===== src/rtl/bus_timer_if.sv =====
// ----------------------------------------------------------------------------
// bus_timer_if -- initiator/target bus bundle for bus_timer.
//   dba   [15:0] word/byte address from initiator
//   dbo   [15:0] write data from initiator
//   din          read strobe (held until reply)
//   dout         write strobe (held until reply)
//   wtbt         byte-write qualifier, dba[0] picks the lane
//   dbi   [15:0] read data from target, valid while reply=1
//   reply        transfer acknowledge from target
//   sel          combinational address hit from target
// ----------------------------------------------------------------------------
interface bus_timer_if;
    logic [15:0] dba;
    logic [15:0] dbo;
    logic        din;
    logic        dout;
    logic        wtbt;
    logic [15:0] dbi;
    logic        reply;
    logic        sel;

    modport master (output dba, dbo, din, dout, wtbt, input dbi, reply, sel);
    modport slave  (input dba, dbo, din, dout, wtbt, output dbi, reply, sel);
endinterface


===== src/rtl/bus_timer.sv =====
// ----------------------------------------------------------------------------
// bus_timer -- programmable down-counting interval timer on a strobe bus.
//   Registers: PRESET (BASE), COUNT (BASE+2, read-only), CSR (BASE+4).
//   CSR: bit0 RUN, bit1 ONESHOT, bit2 DIV4, bit3 DIV16, bit6 IE, bit7 DONE.
// Ports:
//   clk      system clock, all state qualified by ce
//   reset_n  asynchronous active-low reset
//   ce       clock enable
//   bus      bus_timer_if slave modport (dba/dbo/din/dout/wtbt in,
//            dbi/reply/sel out)
//   irq      DONE & IE level
// ----------------------------------------------------------------------------
module bus_timer #(
    parameter logic [15:0] BASE     = 16'o177706,
    parameter int unsigned PRESCALE = 128
) (
    input  logic        clk,
    input  logic        reset_n,
    input  logic        ce,
    bus_timer_if.slave  bus,
    output logic        irq
);

    typedef enum logic [0:0] {ST_IDLE = 1'b0, ST_ACK = 1'b1} state_t;

    localparam logic [14:0] A_PRESET = BASE[15:1];
    localparam logic [14:0] A_COUNT  = BASE[15:1] + 15'd1;
    localparam logic [14:0] A_CSR    = BASE[15:1] + 15'd2;
    localparam logic [15:0] PS_LAST  = 16'(PRESCALE - 1);

    // Merge write data into the old register value according to the byte lane.
    function automatic logic [15:0] f_byte_merge(input logic [15:0] old_v,
                                                 input logic [15:0] data,
                                                 input logic        wtbt,
                                                 input logic        a0);
        if (!wtbt) begin
            return data;
        end else if (a0) begin
            return {data[15:8], old_v[7:0]};
        end else begin
            return {old_v[15:8], data[7:0]};
        end
    endfunction

    state_t      r_state;
    state_t      w_state_nxt;
    logic [15:0] r_preset;
    logic [15:0] r_count;
    logic        r_run;
    logic        r_oneshot;
    logic        r_div4;
    logic        r_div16;
    logic        r_ie;
    logic        r_done;
    logic [15:0] r_presc;
    logic [5:0]  r_sub;
    logic        r_reply;
    logic [15:0] r_dbi;

    logic        w_hit_preset;
    logic        w_hit_count;
    logic        w_hit_csr;
    logic        w_sel;
    logic [15:0] w_csr;
    logic [15:0] w_rdata;
    logic [15:0] w_wdata;
    logic        w_wr;
    logic        w_preset_wr;
    logic        w_csr_wr;
    logic        w_run_start;
    logic        w_base_tick;
    logic [5:0]  w_sub_mask;
    logic        w_tick;
    logic        w_reply_nxt;
    logic [15:0] w_dbi_nxt;

    assign w_hit_preset = (bus.dba[15:1] == A_PRESET);
    assign w_hit_count  = (bus.dba[15:1] == A_COUNT);
    assign w_hit_csr    = (bus.dba[15:1] == A_CSR);
    // Simultaneous din and dout is not a legal transfer and is never decoded.
    assign w_sel        = (bus.din ^ bus.dout) & (w_hit_preset | w_hit_count | w_hit_csr);
    assign w_csr        = {8'h00, r_done, r_ie, 2'b00, r_div16, r_div4, r_oneshot, r_run};

    // Read-data mux of the addressed register (pre-edge values).
    always_comb begin
        w_rdata = 16'h0000;
        if (w_hit_preset) begin
            w_rdata = r_preset;
        end else if (w_hit_count) begin
            w_rdata = r_count;
        end else if (w_hit_csr) begin
            w_rdata = w_csr;
        end else begin
            w_rdata = 16'h0000;
        end
    end

    // Writes happen only on the IDLE->ACK edge, so a held strobe writes once.
    assign w_wr        = ce & (r_state == ST_IDLE) & w_sel & bus.dout;
    assign w_wdata     = f_byte_merge(w_rdata, bus.dbo, bus.wtbt, bus.dba[0]);
    assign w_preset_wr = w_wr & w_hit_preset;
    assign w_csr_wr    = w_wr & w_hit_csr;
    assign w_run_start = w_csr_wr & w_wdata[0] & ~r_run;

    // Sub-divider free-runs on base ticks; a timer tick is when the selected low bits are all ones.
    always_comb begin
        w_sub_mask = 6'd0;
        case ({r_div16, r_div4})
            2'b00:   w_sub_mask = 6'd0;
            2'b01:   w_sub_mask = 6'd3;
            2'b10:   w_sub_mask = 6'd15;
            2'b11:   w_sub_mask = 6'd63;
            default: w_sub_mask = 6'd0;
        endcase
    end

    assign w_base_tick = r_run & (r_presc == PS_LAST);
    assign w_tick      = w_base_tick & ((r_sub & w_sub_mask) == w_sub_mask);

    // Handshake next-state and registered bus outputs.
    always_comb begin
        w_state_nxt = r_state;
        w_reply_nxt = r_reply;
        w_dbi_nxt   = r_dbi;
        case (r_state)
            ST_IDLE: begin
                if (w_sel) begin
                    w_state_nxt = ST_ACK;
                    w_reply_nxt = 1'b1;
                    w_dbi_nxt   = w_rdata;
                end else begin
                    w_state_nxt = ST_IDLE;
                end
            end
            ST_ACK: begin
                if (!bus.din && !bus.dout) begin
                    w_state_nxt = ST_IDLE;
                    w_reply_nxt = 1'b0;
                    w_dbi_nxt   = 16'h0000;
                end else begin
                    w_state_nxt = ST_ACK;
                end
            end
            default: begin
                w_state_nxt = ST_IDLE;
                w_reply_nxt = 1'b0;
                w_dbi_nxt   = 16'h0000;
            end
        endcase
    end

    // Handshake state and output registers.
    always_ff @(posedge clk or negedge reset_n) begin
        if (!reset_n) begin
            r_state <= ST_IDLE;
            r_reply <= 1'b0;
            r_dbi   <= 16'h0000;
        end else if (ce) begin
            r_state <= w_state_nxt;
            r_reply <= w_reply_nxt;
            r_dbi   <= w_dbi_nxt;
        end
    end

    // Timer datapath and registers; bus writes come last so they win over expiry.
    always_ff @(posedge clk or negedge reset_n) begin
        if (!reset_n) begin
            r_preset  <= 16'h0000;
            r_count   <= 16'h0000;
            r_run     <= 1'b0;
            r_oneshot <= 1'b0;
            r_div4    <= 1'b0;
            r_div16   <= 1'b0;
            r_ie      <= 1'b0;
            r_done    <= 1'b0;
            r_presc   <= 16'h0000;
            r_sub     <= 6'd0;
        end else if (ce) begin
            if (r_run) begin
                r_presc <= w_base_tick ? 16'h0000 : (r_presc + 16'd1);
                if (w_base_tick) begin
                    r_sub <= r_sub + 6'd1;
                end
            end
            if (w_tick) begin
                if (r_count != 16'h0000) begin
                    r_count <= r_count - 16'd1;
                end else begin
                    r_count <= r_preset;
                    r_done  <= 1'b1;
                    if (r_oneshot) begin
                        r_run <= 1'b0;
                    end
                end
            end
            if (w_preset_wr) begin
                r_preset <= w_wdata;
            end
            if (w_csr_wr) begin
                r_run     <= w_wdata[0];
                r_oneshot <= w_wdata[1];
                r_div4    <= w_wdata[2];
                r_div16   <= w_wdata[3];
                r_ie      <= w_wdata[6];
                r_done    <= 1'b0;
                if (w_run_start) begin
                    r_count <= r_preset;
                    r_presc <= 16'h0000;
                end
            end
        end
    end

    assign bus.sel   = w_sel;
    assign bus.reply = r_reply;
    assign bus.dbi   = r_dbi;
    assign irq       = r_done & r_ie;

endmodule


===== src/flat_wrapper.sv =====
// flat-port wrapper written by rule: the top's interface ports become plain ports
module bus_timer_flat 
#(
    parameter logic [15:0] BASE     = 16'o177706,
    parameter int unsigned PRESCALE = 128
)
  (clk, reset_n, ce, irq, bus_dba, bus_dbo, bus_din, bus_dout, bus_wtbt, bus_dbi, bus_reply, bus_sel);
  bus_timer_if bus_i ();
  input  logic clk;
  input  logic reset_n;
  input  logic ce;
  output logic irq;
  input wire logic [$bits(bus_i.dba)-1:0] bus_dba;
  input wire logic [$bits(bus_i.dbo)-1:0] bus_dbo;
  input wire logic [$bits(bus_i.din)-1:0] bus_din;
  input wire logic [$bits(bus_i.dout)-1:0] bus_dout;
  input wire logic [$bits(bus_i.wtbt)-1:0] bus_wtbt;
  output wire logic [$bits(bus_i.dbi)-1:0] bus_dbi;
  output wire logic [$bits(bus_i.reply)-1:0] bus_reply;
  output wire logic [$bits(bus_i.sel)-1:0] bus_sel;
  assign bus_i.dba = bus_dba;
  assign bus_i.dbo = bus_dbo;
  assign bus_i.din = bus_din;
  assign bus_i.dout = bus_dout;
  assign bus_i.wtbt = bus_wtbt;
  assign bus_dbi = bus_i.dbi;
  assign bus_reply = bus_i.reply;
  assign bus_sel = bus_i.sel;
  bus_timer #(.BASE(BASE), .PRESCALE(PRESCALE)) u_core (.clk(clk), .reset_n(reset_n), .ce(ce), .bus(bus_i), .irq(irq));
endmodule

===== config.mk =====
export PLATFORM = sky130hd
export DESIGN_NAME = bus_timer_flat
export DESIGN_NICKNAME = d
export VERILOG_FILES = /design/src/rtl/bus_timer_if.sv /design/src/rtl/bus_timer.sv /design/src/flat_wrapper.sv
export SDC_FILE = /design/constraint.sdc
export NUM_CORES = 1
export LEC_CHECK = 0
export BUFFER_PORTS_ARGS = -buffer_cell sky130_fd_sc_hd__buf_2
export CORE_MARGIN = 4
export CORE_UTILIZATION = 63
export CTS_CLUSTER_DIAMETER = 80
export DETAILED_ROUTE_END_ITERATION = 8
export GPL_TIMING_DRIVEN = 0
export MAX_ROUTING_LAYER = met4
export PLACE_DENSITY = 0.86
export RECOVER_POWER = 100
export SETUP_SLACK_MARGIN = 0.1
export SLEW_MARGIN = 20
export SYNTH_ARGS = -nofsm -noshare
export SYNTH_HDL_FRONTEND = slang
export SYNTH_SLANG_ARGS = --single-unit

===== constraint.sdc =====
create_clock -name clk -period 6.5 [get_ports clk]
set_input_delay 0.325 -clock clk [delete_from_list [all_inputs] [get_ports clk]]
set_output_delay 0.325 -clock clk [all_outputs]
set_load 0.02 [all_outputs]

==> qor.txt <==
Final HPWL DP -> 9000 um
DR DRC count -> 0
First-pass GRT wire length -> 20800 um
Crit-path max FO -> 10
# fillers -> 553
Crit path max-delay cell type -> or4_1
Relative slew slack -> -0.223
CTS tree -> yes
Fmax -> 0.326 GHz
Mapped Area -> 0.00454 mm2
Avg Vias per Cell -> 6.54
Area occupied by multi-input gates -> 0.00239 mm2
Period utilization -> 0.471
Post-synth top area share -> 0.430
Clock Pin Slew Worst Setup and Hold Paths -> 0.08 ns
Storage cell area -> 0.00195 mm2
CP arrival -> 3.31 ns
Slew Limit Fails -> 32
Leading area contributor after synthesis -> dfrtp_1
Maxcap violations -> 1
Maximum vdd drop -> 0.131 mV
Routability cong. -> 0.918
Post-route cell area -> 0.00514 mm2
Synth Register Bits -> 78
Post-Route WL -> 12400 um
# resized after CTS -> 0
Initial antenna violation count -> 0
Worst slew pin tran -> 1.83 ns
Violated checks -> max-capacitance violations, max-slew violations
Synth unique cells -> 64
Largest net degree at the start of global routing -> 48
Post-route setup TNS -> 0 ns
Bufs and invs on worst path -> 1
I/O pin total -> 57
Seq/Total Area, Yosys -> 0.430
Setup Crit Path Kind -> flip-flop to flip-flop
Mapped Cells -> 495
Area growth syn-to-layout -> 13.4%
Crit path largest cell delay -> 0.64 ns
Avg WL per Cell -> 18.7 um
Worst path cell trace -> or4_1, nor4_1, clkbuf_1, nand2_1, and4_2, a211o_1
GRT Util Overall -> 0.311
Worst-Skew Late Latency -> 0.36 ns
Deepest level of the CTS H-tree -> 3
Port bufs -> 55
Setup crit end kind -> flip-flop
# diodes -> 0
DIE HEIGHT -> 92.9 um
Dominant synthesized flop cell -> dfrtp_1
Vias in the first global route -> 4363
Placement Rows -> 30
Detailed-route via count -> 4343
ANT nets after route -> 0
Top cells by area, synth -> dfrtp_1 43%, mux2_2 5.0%, o21ai_0 4.5%
RSZ-0062 raised after global routing -> false
Post-place instance area -> 0.00496 mm2
Cell area power density -> 191 mW/mm2
Synth warnings -> 0
Post-Synthesis Mean Instance Area -> 9.16 um2
Clock Sinks -> 78
DRT Pass-1 Iters -> 5
Static Leak -> 2.29 nW
Die area -> 0.00862 mm2
Startpoint Class -> flip-flop
Starting density of the core -> 0.657
Share of layout cells above drive strength 1 -> 0.150
CP Data Required Time -> 6.75 ns
Post-synth EDFFs -> 0
Top Family by Delay on Critical Path -> simple AND/OR/NAND/NOR gates
Iteration-0 DRC Markers -> 437
Clk_skew -> 0.00829 ns
CTS Buf Count -> 9
Fin crit period -> 3.06 ns
Global route overflow -> 0
Status -> finished, violations left
Post-synth ARST share -> 1.00
Setup-failing EPs final -> 0
Hold/Removal Path Class -> primary input to flip-flop
Final nets -> 606
Core area -> 0.00691 mm2
Clock Path Buffers -> 2
Final Hold Viols -> 0
Syn_nets -> 538
Chip Width -> 92.9 um
Clk root buf -> clkbuf_8
[where the power goes]
| part | switching [mW] | internal [mW] |
|---|---|---|
| clock | 0.187 | 0.216 |
| combinational | 0.0510 | 0.0324 |
| sequential | 0.00835 | 0.490 |
[cells in the mapped netlist (3+ instances only)]
cell        n
a2bb2oi_1   7
inv_1      13
o22ai_1    12
a21o_1     10
xnor2_1     5
o21ai_0    41
clkbuf_1   18
o2bb2ai_1   6
and2_1      8
or3_1       6
and3_1      8
nand3_1    33
ha_1        5
nor4b_1     3
a22oi_1    12
buf_2       5
nand2b_1    3
nand4_1    11
dfrtp_1    78
or2_2       4
a31oi_1     3
or4_1       3
nor4_1      5
mux2i_1    10
a211oi_1    3
buf_6       3
nor3_1      8
nor2b_1     3
a21oi_1    38
mux2_2     20
nand2_1    30
o211ai_1    3
nor2_1     38
[layout make-up]
class,instances,area share
tap,96,0.0233
buffer,28,0.0250
clock buffer,10,0.0248
sequential,78,0.379
timing repair buffer,57,0.0559
multi-input combinational,376,0.465
clock inverter,6,0.0168
inverter,13,0.00948
[worst paths after layout]
path                       cells after the start  slack [ns]                        endpoint                     startpoint
max                                            6        3.44   u_core.r_count[3]$_DFFE_PN0P_  u_core.r_count[7]$_DFFE_PN0P_
min                                            3        0.27  u_core.r_preset[7]$_DFFE_PN0P_                     bus_dbo[7]
max reg2reg                                    6        3.44   u_core.r_count[3]$_DFFE_PN0P_  u_core.r_count[7]$_DFFE_PN0P_
min reg2reg                                    1        0.49     u_core.r_sub[5]$_DFFE_PN0P_    u_core.r_sub[5]$_DFFE_PN0P_
max in group asynchronous                      2        4.44  u_core.r_count[10]$_DFFE_PN0P_                        reset_n
min in group asynchronous                      2        1.00     u_core.r_sub[2]$_DFFE_PN0P_                        reset_n
[worst register-to-register path, stage by stage (launching register included)]
cell      delay, ns
dfrtp_1        0.49
or4_1          0.64
nor4_1         0.43
clkbuf_1       0.40
nand2_1        0.39
and4_2         0.36
a211o_1        0.25
[stage by stage]
stage | std cells | setup WS [ns] | power, mW | util | hold slack, ns
after floorplan | 495 | 3.99 | 0.551 | - | 0.0294
after global placement | 646 | 3.72 | 0.586 | 0.714 | 0.457
after detailed placement | 647 | 3.65 | 0.590 | 0.718 | 0.297
after CTS | 664 | 3.70 | 0.983 | 0.751 | 0.269
after global routing | 664 | 3.24 | 1.02 | 0.745 | 0.318
final | 664 | 3.44 | 0.984 | 0.745 | 0.266
[state kept, by name (all words and copies together), names as in the netlist]
name and count:
u_core.r_state 1, u_core.r_done 1, u_core.bus.dbi 16, u_core.r_sub 6
u_core.r_run 1, u_core.r_div16 1, u_core.r_count 16, u_core.bus.reply 1
u_core.r_presc 16, u_core.r_oneshot 1, u_core.r_ie 1, u_core.r_div4 1
u_core.r_preset 16
[what timing repair did]
item | in CTS | in global routing
hold endpoints to repair | 31 | 0
hold buffers | 1 | 0
buffers inserted | 0 | 0
[routing by layer]
layer / part of all wire / vias to the layer above / global-route usage
li1: - / 1982 / -
met1: 0.42 / 2099 / 0.395
met2: 0.48 / 226 / 0.493
met3: 0.073 / 36 / 0.0471
met4: 0.029 / 0 / 0.144
met5: 0 / - / -
[cells in the final DEF, fill, tap and decap left out, types with 13 or more instances in the layout]
cell type / Yosys / routed
a21oi_1: 38 / 38
inv_1: 13 / 13
nor2_1: 38 / 38
nand3_1: 33 / 33
o21ai_0: 41 / 42
nand2_1: 30 / 30
buf_2: 5 / 36
clkbuf_1: 18 / 43
dfrtp_1: 78 / 78
mux2_2: 20 / 20
[logic make-up after synthesis]
kind of cell | synth area share
adders and majority gates | 0.0138
xor gates and xnor gates | 0.0135
AOI/OAI and AO/OA | 0.215
buffers and inverters | 0.0403
muxes | 0.0717
DFF | 0.430
and+or+nand+nor | 0.215
(Power assumes the default switching activity.)
